==> config.mk <==
export PLATFORM = sky130hd
export DESIGN_NAME = scaler_ctrl
export DESIGN_NICKNAME = d
export VERILOG_FILES = /design/src/rtl/scaler_ctrl.sv
export SDC_FILE = /design/constraint.sdc
export NUM_CORES = 1
export LEC_CHECK = 0
export ABC_CLOCK_PERIOD_IN_PS = 14500
export CAP_MARGIN = 20
export CELL_PAD_IN_SITES_DETAIL_PLACEMENT = 1
export CELL_PAD_IN_SITES_GLOBAL_PLACEMENT = 1
export CORE_MARGIN = 1
export CORE_UTILIZATION = 46
export DETAILED_ROUTE_END_ITERATION = 10
export PLACE_DENSITY_LB_ADDON = 0.1
export SLEW_MARGIN = 30
export SYNTH_ARGS = -nofsm -noshare
export SYNTH_HDL_FRONTEND = slang
export SYNTH_SLANG_ARGS = --single-unit
export TNS_END_PERCENT = 1
==> constraint.sdc <==
create_clock -name clk -period 14.5 [get_ports clk]
set_clock_uncertainty 0.1 [all_clocks]
set_input_delay 3.625 -clock clk [delete_from_list [all_inputs] [get_ports clk]]
set_output_delay 3.625 -clock clk [all_outputs]
set_load 0.03 [all_outputs]
==> src/rtl/scaler_ctrl.sv <==
// Frame-synchronous video gate and config shadow in front of the scaler datapath.
// Latency: video passes through one register stage; config lands only between frames.
// Backpressure: cfg_ready_o stays low while an accepted config waits for a frame boundary.
module scaler_ctrl #(
    parameter int PIXEL_WIDTH          = 8,
    parameter int LINE_IN_SIZE_MAX     = 1024,
    parameter bit AUTO_INLINE          = 1'b1,
    parameter int DEFAULT_INLINE_WIDTH = 15,
    parameter int DEFAULT_STEP         = 128
) (
    input  logic                   clk,
    input  logic                   rst_n,
    input  logic [15:0]            cfg_h_step_i,
    input  logic [15:0]            cfg_v_step_i,
    input  logic                   cfg_en_i,
    input  logic                   cfg_valid_i,
    output logic                   cfg_ready_o,
    output logic                   cfg_err_o,
    input  logic [PIXEL_WIDTH-1:0] di_i,
    input  logic                   de_i,
    input  logic                   hs_i,
    input  logic                   vs_i,
    output logic [PIXEL_WIDTH-1:0] do_o,
    output logic                   de_o,
    output logic                   hs_o,
    output logic                   vs_o,
    output logic [15:0]            reg_h_scale_step_o,
    output logic [15:0]            reg_v_scale_step_o,
    output logic [15:0]            reg_v_scale_inline_size_o,
    output logic [15:0]            stat_line_width_o,
    output logic [15:0]            stat_line_cnt_o,
    output logic                   stat_err_o,
    output logic                   frame_done_o
);
    typedef enum logic [1:0] {IDLE, WAIT_SOF, ACTIVE} state_t;

    localparam logic [15:0] STEP_RST   = 16'(DEFAULT_STEP);
    localparam logic [15:0] INLINE_RST = 16'(DEFAULT_INLINE_WIDTH - 1);
    localparam logic [31:0] SIZE_MAX   = 32'(LINE_IN_SIZE_MAX);

    state_t state_q, state_d;
    logic vs_in_q, vs_in_d, hs_in_q, hs_in_d;
    logic en_q, en_d;
    logic [15:0] h_step_q, h_step_d, v_step_q, v_step_d, inline_q, inline_d;
    logic pend_q, pend_d, pend_en_q, pend_en_d;
    logic [15:0] pend_h_q, pend_h_d, pend_v_q, pend_v_d;
    logic cfg_err_q, cfg_err_d;
    logic [PIXEL_WIDTH-1:0] out_do_q, out_do_d;
    logic out_de_q, out_de_d, out_hs_q, out_hs_d, out_vs_q, out_vs_d;
    logic [15:0] pix_cnt_q, pix_cnt_d, line_cnt_q, line_cnt_d, ref_w_q, ref_w_d;
    logic have_ref_q, have_ref_d, err_q, err_d;
    logic [15:0] stat_w_q, stat_w_d, stat_lines_q, stat_lines_d;
    logic done_q, done_d;

    logic sof, eof, line_end, cfg_ok, cfg_take, pass, frame_start, frame_end, apply, en_next;
    logic [15:0] pix_now, pix_base, lines_base, ref_base;
    logic have_ref_base, err_base;

    function automatic logic [15:0] sat_inc(input logic [15:0] v, input logic inc);
        return (inc && v != 16'hFFFF) ? v + 16'd1 : v;
    endfunction

    always_comb begin
        sof         = !vs_in_q && vs_i;
        eof         = vs_in_q && !vs_i;
        line_end    = !hs_in_q && hs_i;
        cfg_ok      = (cfg_h_step_i != 16'd0) && (cfg_v_step_i != 16'd0);
        cfg_take    = cfg_valid_i && !pend_q;
        frame_start = (state_q == WAIT_SOF) && sof && en_q;
        frame_end   = (state_q == ACTIVE) && eof;
        pass        = (state_q == ACTIVE) || frame_start;
        // Outside a frame a pending config lands at once; inside, only on the EOF cycle.
        apply       = pend_q && ((state_q != ACTIVE) || eof);
        en_next     = apply ? pend_en_q : en_q;

        pix_base      = frame_start ? 16'd0 : pix_cnt_q;
        lines_base    = frame_start ? 16'd0 : line_cnt_q;
        ref_base      = frame_start ? 16'd0 : ref_w_q;
        have_ref_base = frame_start ? 1'b0 : have_ref_q;
        err_base      = frame_start ? 1'b0 : err_q;
        pix_now       = sat_inc(pix_base, de_i);
    end

    always_comb begin
        state_d      = state_q;
        vs_in_d      = vs_i;
        hs_in_d      = hs_i;
        en_d         = en_q;
        h_step_d     = h_step_q;
        v_step_d     = v_step_q;
        inline_d     = inline_q;
        pend_d       = pend_q;
        pend_en_d    = pend_en_q;
        pend_h_d     = pend_h_q;
        pend_v_d     = pend_v_q;
        cfg_err_d    = cfg_take && !cfg_ok;
        out_do_d     = '0;
        out_de_d     = 1'b0;
        out_hs_d     = 1'b1;
        out_vs_d     = 1'b0;
        pix_cnt_d    = pix_cnt_q;
        line_cnt_d   = line_cnt_q;
        ref_w_d      = ref_w_q;
        have_ref_d   = have_ref_q;
        err_d        = err_q;
        stat_w_d     = stat_w_q;
        stat_lines_d = stat_lines_q;
        done_d       = frame_end;

        if (cfg_take && cfg_ok) begin
            pend_d    = 1'b1;
            pend_h_d  = cfg_h_step_i;
            pend_v_d  = cfg_v_step_i;
            pend_en_d = cfg_en_i;
        end

        if (apply) begin
            pend_d   = 1'b0;
            h_step_d = pend_h_q;
            v_step_d = pend_v_q;
            en_d     = pend_en_q;
            if (pend_en_q && !en_q) begin
                inline_d = INLINE_RST;
            end
        end

        if (pass) begin
            out_do_d   = di_i;
            out_de_d   = de_i;
            out_hs_d   = hs_i;
            out_vs_d   = vs_i;
            pix_cnt_d  = pix_now;
            line_cnt_d = lines_base;
            ref_w_d    = ref_base;
            have_ref_d = have_ref_base;
            err_d      = err_base;
            if (line_end) begin
                pix_cnt_d = 16'd0;
                // Empty lines are vertical blanking inside vs: neither counted nor checked.
                if (pix_now != 16'd0) begin
                    line_cnt_d = sat_inc(lines_base, 1'b1);
                    if (!have_ref_base) begin
                        ref_w_d    = pix_now;
                        have_ref_d = 1'b1;
                    end else if (pix_now != ref_base) begin
                        err_d = 1'b1;
                    end
                    if ({16'd0, pix_now} > SIZE_MAX) begin
                        err_d = 1'b1;
                    end
                end
            end
        end

        if (frame_end) begin
            stat_w_d     = ref_w_d;
            stat_lines_d = line_cnt_d;
            if (AUTO_INLINE && !err_d && ref_w_d != 16'd0) begin
                inline_d = ref_w_d - 16'd1;
            end
        end

        case (state_q)
            IDLE:     if (en_q) state_d = WAIT_SOF;
            WAIT_SOF: begin
                if (!en_q)    state_d = IDLE;
                else if (sof) state_d = ACTIVE;
            end
            ACTIVE:   if (eof) state_d = en_next ? WAIT_SOF : IDLE;
            default:  state_d = IDLE;
        endcase
    end

    always_ff @(posedge clk or negedge rst_n) begin
        if (!rst_n) begin
            state_q      <= IDLE;
            vs_in_q      <= 1'b1;
            hs_in_q      <= 1'b1;
            en_q         <= 1'b0;
            h_step_q     <= STEP_RST;
            v_step_q     <= STEP_RST;
            inline_q     <= INLINE_RST;
            pend_q       <= 1'b0;
            pend_en_q    <= 1'b0;
            pend_h_q     <= 16'd0;
            pend_v_q     <= 16'd0;
            cfg_err_q    <= 1'b0;
            out_do_q     <= '0;
            out_de_q     <= 1'b0;
            out_hs_q     <= 1'b1;
            out_vs_q     <= 1'b0;
            pix_cnt_q    <= 16'd0;
            line_cnt_q   <= 16'd0;
            ref_w_q      <= 16'd0;
            have_ref_q   <= 1'b0;
            err_q        <= 1'b0;
            stat_w_q     <= 16'd0;
            stat_lines_q <= 16'd0;
            done_q       <= 1'b0;
        end else begin
            state_q      <= state_d;
            vs_in_q      <= vs_in_d;
            hs_in_q      <= hs_in_d;
            en_q         <= en_d;
            h_step_q     <= h_step_d;
            v_step_q     <= v_step_d;
            inline_q     <= inline_d;
            pend_q       <= pend_d;
            pend_en_q    <= pend_en_d;
            pend_h_q     <= pend_h_d;
            pend_v_q     <= pend_v_d;
            cfg_err_q    <= cfg_err_d;
            out_do_q     <= out_do_d;
            out_de_q     <= out_de_d;
            out_hs_q     <= out_hs_d;
            out_vs_q     <= out_vs_d;
            pix_cnt_q    <= pix_cnt_d;
            line_cnt_q   <= line_cnt_d;
            ref_w_q      <= ref_w_d;
            have_ref_q   <= have_ref_d;
            err_q        <= err_d;
            stat_w_q     <= stat_w_d;
            stat_lines_q <= stat_lines_d;
            done_q       <= done_d;
        end
    end

    assign cfg_ready_o               = !pend_q;
    assign cfg_err_o                 = cfg_err_q;
    assign do_o                      = out_do_q;
    assign de_o                      = out_de_q;
    assign hs_o                      = out_hs_q;
    assign vs_o                      = out_vs_q;
    assign reg_h_scale_step_o        = h_step_q;
    assign reg_v_scale_step_o        = v_step_q;
    assign reg_v_scale_inline_size_o = inline_q;
    assign stat_line_width_o         = stat_w_q;
    assign stat_line_cnt_o           = stat_lines_q;
    assign stat_err_o                = err_q;
    assign frame_done_o              = done_q;
endmodule

==> impl_metrics.tcl, run 1 <==
set metrics [dict create \
    outcome "finished, final reports clean" \
    cp_top_family "simple AND/OR/NAND/NOR gates" \
    worstSetupEndpointType "flip-flop" \
    arrival_ns 9.40 \
    fmaxAchievable_mhz 109 \
    die_y_um 141 \
    clkTransAtPathRegs_ns 0.08 \
    place_hpwl_um 19800 \
    hold_class "flip-flop to flip-flop" \
    ios 142 \
    cp_slowest_cell "or4_1" \
    syn_inst 841 \
    clockBufferDepth 2 \
    routed_via_density 5.74 \
    r2r-start "vs_in_q" \
    drt_iter0_drc 355 \
    clock_latency_ns 0.44 \
    ys_ff_latch 182 \
    drcViolationCount 0 \
    htree_num_levels 4 \
    initial_core_util 0.473 \
    cts_buffers 17 \
    routed-via-count 7137 \
    ys_warn_count 0 \
    ant_nets 0 \
    synth_edf_count 0 \
    grt_max_degree 106 \
    ctsRootBufferMaster "clkbuf_16" \
    routed_wl_um 27500 \
    hold_viol 0 \
    power_mw 2.00 \
    tns_ns 0 \
    io_buffers 141 \
    synth-simple-area-share 0.192 \
    synth_top_family_by_area "simple AND/OR/NAND/NOR gates" \
    holdPathEnd "stat_line_cnt_o[8]" \
    drv_cap 0 \
    syn-num-nets 892 \
    vdd_ir_drop_max_mv 0.120 \
    slowest_delay_ns 0.69 \
    synth_ff_type "dfrtp_1" \
    r2r_cells 17 \
    antennaDiodeCount 0 \
    grt_pass1_wl_um 44100 \
    critical_path.cell_chain "clkdlybuf4s50_1 -> and4b_1 -> nand2_1 -> buf_4 -> and2_1 -> ha_1 -> nand4_2 -> or4_1 -> nand3_1 -> mux2i_1 -> and4b_1 -> and2_4 -> o32ai_1 -> inv_1 -> ha_1 -> a311oi_4 -> buf_4 -> mux2i_1" \
    period_share 0.631 \
    antenna_found_initial 0 \
    synthArstFlopShare 1.00 \
    cp-start-kind "input pin" \
    syn_area_um2 8930 \
    clkSinkCount 182 \
    worst-path-max-fanout 31 \
    whs_path_depth 2 \
    core_um2 18900 \
    final_max_slew_viol_count 0 \
    dieArea_um2 20000 \
    num-nets-final 1021 \
    avgRoutedWirePerCell_um 22.1 \
    max_slew_margin 0.304 \
    synth_xor_area_frac 0.0457 \
    track_usage 0.290 \
    place.gp.congestion 0.915 \
    synth_seq_area_share 0.511 \
    cts_resized 0 \
    rows 50 \
    rsz0062_at_grt "no" \
    die_width_um 141 \
    grt_pass1_vias 7691 \
    cts_tree "done" \
    cp.required_ns 14.75 \
    nFillCells 2081 \
    crit_type "input pin to flip-flop" \
    cts_setup_buffers 0 \
    cts_hold_buf 0 \
    setup_viol 0 \
    grt-ovfl-total 0 \
    tightestPinTransition_ns 1.04 \
    synth-adder-area-share 0.00561 \
    period_minus_slack_ns 9.15 \
    synth_compound_area_frac 0.103 \
    crit_buf_inv 4 \
    drive_above_1_share 0.156 \
    power.density_nw_per_um2 180 \
    synth.area.mux_share 0.106 \
    dr.pass1.iters 5 \
    area_delta_synth_final_pct 24.4 \
    reg2reg_to "reg_v_scale_inline_size_o[12]" \
    post_synth.cell_area_avg_um2 10.6 \
    synth_cell_types 88 \
    worstHoldStart "stat_line_cnt_o[8]" \
    leakagePower_nw 4.70 \
    r2r_slack_ns 8.51 \
]
==> sequential cells by signal (all words and copies together), names as in the netlist, 2 cells and up <==
signal                     flops
stat_line_width_o             16
pend_v_q                      16
do_o                           8
line_cnt_q                    16
stat_line_cnt_o               16
pend_h_q                      16
reg_v_scale_step_o            16
state_q                        2
reg_v_scale_inline_size_o     16
reg_h_scale_step_o            16
pix_cnt_q                     16
ref_w_q                       16
==> cell type report <==
class                   instances  area, um^2  share of cell area
flip-flops and latches        182        4560               0.411
multi-input cells             595        4050               0.365
repair buffers                150        1490               0.134
clock buffers                  18         429              0.0387
well taps                     260         325              0.0293
clock inverters                14         158              0.0142
inverters                      24        90.1             0.00811
==> kinds of logic (layout without fill, tap and decap cells) <==
family          count (synthesis)  count (layout)
xor+xnor                       45              45
compound gates                129             129
buf+inv                        64             206
simple gates                  331             331
fa+ha+maj                       4               4
mux                            86              86
flops                         182             182
==> how the worst max path moves through the flow <==
stage / start / cells past startpoint / slack (ns) / endpoint
after detailed placement: vs_i / 18 / 4.96 / reg_v_scale_inline_size_o[12]
final: vs_i / 18 / 5.35 / reg_v_scale_inline_size_o[12]
after CTS: vs_i / 18 / 5.39 / reg_v_scale_inline_size_o[12]
after floorplan: vs_i / 19 / 6.07 / reg_v_scale_inline_size_o[7]
after global placement: vs_i / 17 / 5.13 / reg_v_scale_inline_size_o[8]
after global routing: vs_i / 18 / 5.00 / reg_v_scale_inline_size_o[12]
==> Yosys cell counts (3+ instances only) <==
| master | n | area, um^2 |
|---|---|---|
| clkbuf_1 | 20 | 75.1 |
| ha_1 | 4 | 50.1 |
| a22oi_1 | 5 | 37.5 |
| a31oi_1 | 5 | 31.3 |
| nor3b_1 | 4 | 30.0 |
| a22o_1 | 8 | 70.1 |
| dfstp_2 | 8 | 210 |
| nand3_1 | 18 | 90.1 |
| nand4_1 | 12 | 75.1 |
| nand2b_1 | 6 | 37.5 |
| or2_2 | 4 | 25.0 |
| nor2b_1 | 5 | 31.3 |
| xor2_1 | 13 | 114 |
| and3_1 | 6 | 37.5 |
| o21ai_0 | 40 | 200 |
| inv_1 | 23 | 86.3 |
| dfrtp_1 | 174 | 4350 |
| buf_2 | 8 | 40.0 |
| buf_6 | 4 | 45.0 |
| o211ai_1 | 4 | 30.0 |
| a211oi_1 | 3 | 22.5 |
| o22ai_1 | 8 | 50.1 |
| a32oi_1 | 3 | 26.3 |
| and4_1 | 4 | 35.0 |
| nor2_1 | 58 | 218 |
| nand4b_1 | 3 | 26.3 |
| a21oi_1 | 14 | 70.1 |
| mux2i_1 | 20 | 200 |
| o31ai_1 | 8 | 60.1 |
| xnor2_1 | 31 | 272 |
| nand2_1 | 134 | 503 |
| mux2_2 | 66 | 743 |
| nor4_1 | 18 | 113 |
| and2_1 | 13 | 81.3 |
| clkbuf_8 | 3 | 41.3 |
| nor3_1 | 18 | 90.1 |
==> report_power, final <==
| part | leakage [nW] | switching (mW) | internal [mW] |
|---|---|---|---|
| Clock | 0.281 | 0.229 | 0.232 |
| Sequential | 2.35 | 0.0936 | 0.633 |
| Combinational | 2.07 | 0.474 | 0.339 |
| Total | 4.70 | 0.796 | 1.20 |
==> tightest hold or removal path, delay by kind of cell (launching register included) <==
family          cells  cell delay (ns)
flops               1             0.34
simple gates        1             0.05
compound gates      1             0.05
==> stage by stage <==
stage               std cells  hold slack [ns]  cell area (um^2)  worst slack, ns  utilization
global placement         1210            0.360             10500             5.13        0.555
finish                   1243            0.376             11100             5.35        0.588
detailed placement       1211            0.367             10500             4.96        0.556
CTS                      1243            0.383             11100             5.39        0.587
floorplan                 841            0.375              8930             6.07            -
global route             1243            0.396             11100             5.00        0.588
==> layout by cell type (no fill, tap or decap), types with 3 or more instances in the layout <==
cell type / instances
a211oi_1: 3
a22o_1: 8
nand3_1: 17
nor2_1: 56
buf_4: 8
clkinv_8: 3
nor2b_1: 5
and4_1: 4
dfrtp_1: 174
nand4_1: 12
nand2_1: 134
o22ai_1: 8
clkdlybuf4s50_1: 140
or2_2: 4
a32oi_1: 3
dfstp_2: 8
mux2_2: 66
clkbuf_16: 17
a22oi_1: 5
o211ai_1: 4
mux2i_1: 20
a31oi_1: 5
a21oi_1: 14
xnor2_1: 31
xor2_1: 13
nor3b_1: 4
nor3_1: 18
nand4b_1: 3
inv_1: 23
nor4_1: 18
ha_1: 4
o21ai_0: 40
and2_1: 13
nand2b_1: 6
and3_1: 6
nor2_2: 3
o31ai_1: 8
inv_8: 6
==> metal layers <==
layer,track usage,vias up,routed length [um]
met5,0,-,0
met4,0.114,0,792
met3,0.0645,47,1380
met2,0.494,206,13800
met1,0.359,3655,11500
li1,-,3229,-
(Power assumes the default switching activity.)
==> run 2: changes to the inputs <==
ABC_CLOCK_PERIOD_IN_PS = 7800   (was 14500)
CORE_UTILIZATION = 38   (was 46)
clock period = 7.8 ns   (was 14.5 ns; I/O delays follow)
==> run 2 against run 1 <==
Wire length decreased by 3.6%. Total power increased by 89%. Cell area up 1.5%. Combinational power increased by 85%. Critical path type unchanged.
==> impl_metrics.tcl, run 2 (synthesis results as in run 1) <==
set metrics [dict create \
    antenna_found_initial 0 \
    initial_core_util 0.391 \
    routed_wl_um 26500 \
    rows 55 \
    p_comb_frac 0.395 \
    outcome "finished, final reports clean" \
    grt-ovfl-total 0 \
    routed-via-count 7037 \
    cp.required_ns 8.01 \
    hold_class "flip-flop to flip-flop" \
    max_slew_margin 0.335 \
    die_width_um 155 \
    post-place-cells 1271 \
    cts_resized 0 \
    final_cell_mix "174 x dfrtp_1, 140 x clkdlybuf4s50_1, 134 x nand2_1" \
    cts_hold_buf 0 \
    cts_setup_buffers 0 \
    grt_util_met1 0.332 \
    final_max_slew_viol_count 0 \
    power_mw 3.79 \
    track_usage 0.232 \
    swShare 0.390 \
    io_buffers 141 \
    drive_above_1_share 0.162 \
    drcViolationCount 0 \
    period_share 0.833 \
    dr.pass1.iters 4 \
    arrival_ns 6.70 \
    place_hpwl_um 18600 \
    dieArea_um2 24100 \
    antennaDiodeCount 0 \
    worstSetupEndpointType "flip-flop" \
    routed_via_density 5.40 \
    worst-path-max-fanout 11 \
    met3_usage 0.0298 \
    busiest_layer "met2" \
    tns_ns 0 \
    leakagePower_nw 4.77 \
    fin_cells 1303 \
    cts_tree "done" \
    ctsRootBufferMaster "clkbuf_16" \
    vdd_ir_drop_max_mv 0.168 \
    hold_viol 0 \
    cts_buffers 17 \
    drv_cap 0 \
    rsz0062_at_grt "no" \
    power.density_nw_per_um2 336 \
    met2_usage 0.370 \
    ant_nets 0 \
    core_um2 22800 \
    seqPwrFrac 0.355 \
    grt_max_degree 76 \
    crit_type "input pin to flip-flop" \
    grt_pass1_vias 7380 \
    avgRoutedWirePerCell_um 20.3 \
    clock_latency_ns 0.44 \
    power_frac_clock 0.251 \
    grt_pass1_wl_um 42700 \
    fmaxAchievable_mhz 154 \
    drt_iter0_drc 428 \
    setup_viol 0 \
    htree_num_levels 4 \
    ios 142 \
    die_y_um 155 \
    netSwitchingPower_mw 1.48 \
    area_delta_synth_final_pct 26.2 \
    tightestPinTransition_ns 0.988 \
    clkSinkCount 182 \
    period_minus_slack_ns 6.49 \
    clkTransAtPathRegs_ns 0.08 \
    num-nets-final 1028 \
    final_common_cell "dfrtp_1" \
    clockBufferDepth 2 \
    cp-start-kind "input pin" \
    place.gp.congestion 0.894 \
    p_int_mw 2.31 \
]
==> run 2: changes by cell type in the layout (fill, tap and decap cells not counted), moves of 2 or more <==
| cell | change |
|---|---|
| buf_4 | +8 |
| bufinv_16 | +2 |
| clkinv_4 | -2 |
| clkinvlp_4 | -2 |
| inv_6 | +3 |
| nor2_2 | -2 |
==> run 2: layer usage <==
metal | vias to the layer above | share of wire
met5 | - | 0
met4 | 0 | 0.012
met3 | 25 | 0.035
met2 | 151 | 0.47
met1 | 3619 | 0.48
li1 | 3242 | -
==> run 2: layout make-up <==
class / instances / area (um^2)
multi-input combinational: 595 / 4040
tap: 313 / 392
fill: 2494 / 11600
timing repair buffer: 157 / 1540
clock inverter: 15 / 216
inverter: 24 / 90.1
sequential: 182 / 4560
clock buffer: 17 / 425
==> run 2: metrics by stage <==
stage | hold WS (ns) | instance area, um^2 | utilization | worst slack [ns]
2_1_floorplan | 0.375 | 8930 | - | 1.05
3_3_place_gp | 0.363 | 10600 | 0.465 | 1.01
3_5_place_dp | 0.362 | 10600 | 0.465 | 0.872
4_1_cts | 0.385 | 11300 | 0.493 | 1.33
5_1_grt | 0.408 | 11300 | 0.493 | 0.956
6_report | 0.381 | 11300 | 0.493 | 1.31
==> run 2: path summary, 6_finish.rpt <==
| path | cells after the start | endpoint | slack (ns) | from |
|---|---|---|---|---|
| min in group asynchronous | 1 | reg_h_scale_step_o[9] | 1.43 | rst_n |
| max reg2reg | 18 | reg_v_scale_inline_size_o[10] | 2.78 | vs_in_q |
| min reg2reg | 2 | stat_line_cnt_o[5] | 0.38 | stat_line_cnt_o[5] |
| min | 2 | stat_line_cnt_o[5] | 0.38 | stat_line_cnt_o[5] |
| max | 19 | reg_v_scale_inline_size_o[10] | 1.31 | vs_i |
| max in group asynchronous | 2 | pend_en_q | 4.93 | rst_n |
==> run 2: power groups by stage <==
| stage | registers, mW | logic, mW | clock network, mW |
|---|---|---|---|
| floorplan | 1.60 | 0.678 | 0 |
| global placement | 1.35 | 1.49 | 0 |
| detailed placement | 1.36 | 1.51 | 0 |
| CTS | 1.35 | 1.52 | 0.973 |
| global route | 1.38 | 1.61 | 1.01 |
| finish | 1.35 | 1.50 | 0.949 |
==> run 2: critical path, stage by stage <==
cell,delay (ns)
clkdlybuf4s50_1,0.47
and4b_1,0.27
nand2_1,0.11
and2_1,0.15
ha_1,0.29
nand4_2,0.25
or4_1,0.66
nand3_1,0.15
mux2i_1,0.34
and4b_1,0.28
a21oi_2,0.24
nor2_2,0.16
a21oi_4,0.26
ha_1,0.22
inv_1,0.07
or2_2,0.34
nor3_1,0.24
xnor2_1,0.15
mux2i_1,0.11
